==> src/rtl/bitonic_unloader.sv <==
// Purpose: stream a sorted N-element vector out one element per beat, ascending index.
// Latency: first element valid 1 cycle after capture; back-to-back vectors with no bubble.
// Backpressure: out_ready low holds out_data/idx; in_ready only on the final accepted beat.
// Optional feature: define BITONIC_UNLOADER_LAST_EN to add the out_last port.
module bitonic_unloader #(
  parameter int DATA_WIDTH  = 8,
  parameter int BLOCK_DEPTH = 1
) (
  input  logic                                  clk,
  input  logic                                  reset,
  input  logic [(DATA_WIDTH<<BLOCK_DEPTH)-1:0]  data_in,
  input  logic                                  in_valid,
  output logic                                  in_ready,
  output logic [DATA_WIDTH-1:0]                 out_data,
  output logic                                  out_valid,
  input  logic                                  out_ready,
`ifdef BITONIC_UNLOADER_LAST_EN
  output logic                                  out_last,
`endif
  output logic                                  busy
);

  localparam int N  = 1 << BLOCK_DEPTH;
  localparam int IW = (BLOCK_DEPTH > 0) ? BLOCK_DEPTH : 1;
  localparam logic [IW-1:0] LAST_IDX = IW'(N - 1);

  typedef enum logic {IDLE, STREAM} state_t;

  state_t                    state;
  state_t                    state_nxt;
  logic [N*DATA_WIDTH-1:0]   vec_q;
  logic [IW-1:0]             idx;
  logic [DATA_WIDTH-1:0]     elem;
  logic                      at_last;
  logic                      capture;
  logic                      beat;

  assign at_last = (idx == LAST_IDX);

  // State register; reset discards any vector mid-stream.
  always_ff @(posedge clk) begin
    if (reset) begin
      state <= IDLE;
    end else begin
      state <= state_nxt;
    end
  end

  // Handshake outputs and next state; a capture on the final beat keeps us in STREAM.
  always_comb begin
    state_nxt = state;
    in_ready  = 1'b0;
    out_valid = 1'b0;
    capture   = 1'b0;
    beat      = 1'b0;
    case (state)
      IDLE: begin
        in_ready = 1'b1;
      end
      STREAM: begin
        out_valid = 1'b1;
        in_ready  = at_last && out_ready;
      end
      default: begin
        state_nxt = IDLE;
      end
    endcase
    capture = in_valid && in_ready;
    beat    = out_valid && out_ready;
    if (capture) begin
      state_nxt = STREAM;
    end else if (beat && at_last) begin
      state_nxt = IDLE;
    end
  end

  // Vector buffer and element index; idx only advances on non-final beats.
  always_ff @(posedge clk) begin
    if (reset) begin
      vec_q <= '0;
      idx   <= '0;
    end else if (capture) begin
      vec_q <= data_in;
      idx   <= '0;
    end else if (beat && !at_last) begin
      idx   <= idx + IW'(1);
    end
  end

  // Select the element at idx from the held vector.
  always_comb begin
    elem = '0;
    for (int i = 0; i < N; i++) begin
      if (idx == IW'(i)) begin
        elem = vec_q[i*DATA_WIDTH +: DATA_WIDTH];
      end
    end
  end

  assign out_data = out_valid ? elem : '0;
  assign busy     = (state == STREAM);
`ifdef BITONIC_UNLOADER_LAST_EN
  assign out_last = out_valid && at_last;
`endif

endmodule
==> config.mk <==
export PLATFORM = sky130hd
export DESIGN_NAME = bitonic_unloader
export DESIGN_NICKNAME = d
export VERILOG_FILES = /design/src/rtl/bitonic_unloader.sv
export SDC_FILE = /design/constraint.sdc
export NUM_CORES = 1
export LEC_CHECK = 0
export ABC_AREA = 1
export CAP_MARGIN = 20
export CORE_AREA = 2 2 59 61
export CTS_CLUSTER_SIZE = 30
export DETAILED_ROUTE_END_ITERATION = 6
export DIE_AREA = 0 0 61 63
export PLACE_DENSITY = 0.54
export SLEW_MARGIN = 0
export SYNTH_ARGS = -nofsm -noshare
export SYNTH_HDL_FRONTEND = slang
export SYNTH_SLANG_ARGS = --single-unit
==> constraint.sdc <==
create_clock -name clk -period 1.4 [get_ports clk]
set_input_delay 0.21 -clock clk [delete_from_list [all_inputs] [get_ports clk]]
set_output_delay 0.21 -clock clk [all_outputs]
set_load 0.05 [all_outputs]
==> impl_metrics.yaml <==
synthesis:
  synthesis.nets: 162
  synth-edff-count: 0
  synthTopCellsByCount: "nor2_1 (32), a21oi_1 (19), inv_1 (19), dfxtp_1 (18)"
  ys.flop_type: "dfxtp_1"
  seq_area_frac_synth: 0.389
  synth_top_cell_area_share: 0.389
  yosysMostFrequentCell: "nor2_1"
  synthTopCellsByArea: "dfxtp_1 (39%), nor2_1 (13%), a21oi_1 (10%)"
  ys_types: 14
  ys_ff_latch: 18
  synth_async_sr_flop_share: 0
  syn-cell-area_sq_um: 926
  yosys_warnings: 0
  synth.avg_cell_area_sq_um: 6.52
  yosys.area.top_type: "dfxtp_1"
  netlist_instances: 142
sta:
  fin_crit_ns: 1.37
  slew_headroom: 0.664
  final_max_slew_viol_count: 0
  post-route-period-util: 0.976
  hold_viol: 0
  fmax_mhz: 732
  setup_viol: 0
  setup_slack_ns: 0.0338
  tightest_slew_ns: 0.504
  grt_setup_unrepaired: "true"
  finClkSkew_ns: 0.00351
critical_path:
  r2r-start: "at_last"
  slowest_delay_ns: 0.39
  startpoint: "at_last"
  r2r-end: "vec_q[5]"
  arrival_ns: 1.16
  crit_type: "reg2out"
  required_ns: 1.19
  crit_chain: "buf_12, o21ai_4, nor2_4, buf_8"
  cp_top_family: "flip-flops"
  r2r_cells: 8
  cp_num_cells: 4
  crit_buf_inv: 2
  startpoint_type: "flip-flop"
  rrSetupSlack_ns: 0.10
  crit_slowest_cell: "dfxtp_4"
  cp-end-kind: "output pin"
  crit_fanout: 7
route:
  vias: 957
  postRouteAntennaNets: 0
  drt_iter0_drc: 25
  drt-vias-per-instance: 4.33
  wirelength_um: 2270
  first_pass_iters: 4
  drc: 0
  wl_per_cell_um: 10.3
run_status:
  status: "finished clean"
pwr:
  power_density_mw_per_mm2: 808
  peakVddDrop_mv: 0.406
  p_leak_nw: 0.691
  power.total_mw: 1.25
hold_path:
  holdPathEnd: "vec_q[8]"
  hold_path_class: "reg2reg"
  worstHoldPathCells: 2
  min-delay-start: "vec_q[8]"
job:
  maxCapViolations: 0
grt:
  grt_usage: 0.129
  first_global_vias: 847
  grt_overflow: 0
  grt_max_degree: 26
  antenna_found_initial: 0
  grt_first_pass_wirelength_um: 3770
clocking:
  cts-root-buf: "clkbuf_4"
  holdBufCountCts: 0
  tritoncts: "done"
  path_clk_slew_ns: 0.10
  cts.htree.levels: 1
  clock_path_buffers: 2
  numCtsBuffers: 3
  cts.sinks: 18
  clock_latency_ns: 0.28
die:
  initial_utilization: 0.286
  num_rows: 21
  fp.coreArea_sq_mm: 0.00323
  die_h_um: 63
  die-area_sq_mm: 0.00384
  ios: 31
  die_width_um: 61
placed_design:
  io_buffers: 30
  place_ws_ns: 0.0204
  gp_congestion: 0.716
  detailed_place_hpwl_um: 1540
layout:
  fin_nets: 197
  drive_gt1_frac: 0.280
  diodes: 0
  syn2layout_area_growth_pct: 67.2
  final_core_util: 0.479
==> metrics by stage <==
stage | cells | area [sq um] | TNS, ns | hold WS [ns]
finish | 221 | 1550 | 0 | 0.493
global route | 221 | 1550 | -0.117 | 0.509
CTS | 219 | 1500 | -0.0584 | 0.498
detailed placement | 213 | 1350 | 0 | 0.467
global placement | 213 | 1350 | 0 | 0.456
floorplan | 142 | 987 | 0 | 0.272
==> tightest hold or removal path, cell delays in order, from the launching register on <==
cell and delay (ns):
dfxtp_1 0.34, a21oi_1 0.04, nor2_1 0.08
==> report_power, final <==
group,internal [mW],switching (mW),leakage [nW]
sequential,0.552,0.0384,0.150
clock,0.0997,0.146,0.0138
combinational,0.203,0.213,0.526
==> final cells by class <==
cell class | count | area, sq um
clock buffers | 3 | 22.5
fillers | 333 | 1680
inverters | 19 | 73.8
multi-input cells | 94 | 549
flip-flops and latches | 18 | 368
well taps | 46 | 57.6
repair buffers | 41 | 477
==> layout by cell type, fill, tap and decap left out <==
| cell type | count |
|---|---|
| buf_8 | 1 |
| inv_4 | 1 |
| nor3_1 | 1 |
| nand2_1 | 16 |
| dfxtp_1 | 16 |
| buf_12 | 7 |
| clkbuf_4 | 3 |
| nand2_4 | 1 |
| dfxtp_4 | 2 |
| buf_6 | 7 |
| nand3_1 | 16 |
| nor2_1 | 18 |
| buf_4 | 7 |
| a21oi_1 | 19 |
| nor2_4 | 8 |
| o21ai_4 | 5 |
| o21ai_1 | 3 |
| nand2_2 | 1 |
| inv_1 | 18 |
| nor2_2 | 6 |
| clkdlybuf4s50_1 | 19 |
==> worst max-delay path by stage <==
stage | slack, ns | to
final | 0.03 | out_data[5]
after global routing | -0.02 | out_data[2]
after CTS | -0.02 | out_data[6]
after detailed placement | 0.02 | vec_q[15]
after global placement | 0.05 | vec_q[7]
after floorplan | 0.02 | out_data[0]
==> sequential cells by signal, indices dropped and copies added, names as in the netlist <==
| signal | cells |
|---|---|
| at_last | 1 |
| busy | 1 |
| vec_q | 16 |
==> cells by family after synthesis <==
family | synth area share
and+or+nand+nor | 0.305
DFF | 0.389
AOI/OAI and AO/OA | 0.146
buffers and inverters | 0.159
==> layer usage <==
layer	routed length [um]	share of wire	up-vias	GRT usage
li1	-	-	512	-
met1	978	0.43	417	0.178
met2	1160	0.51	26	0.199
met3	115	0.051	2	0.0186
met4	23	0.010	0	0.0489
met5	0	0	-	0
==> what timing repair did <==
action | CTS | global route
setup buffers | 3 | 2
setup endpoints to repair | 9 | 9
resized for setup | 30 | 11
endpoints found under the hold margin | 0 | 0
pin swaps | 0 | 3
Power figures use the tool's default switching activity.
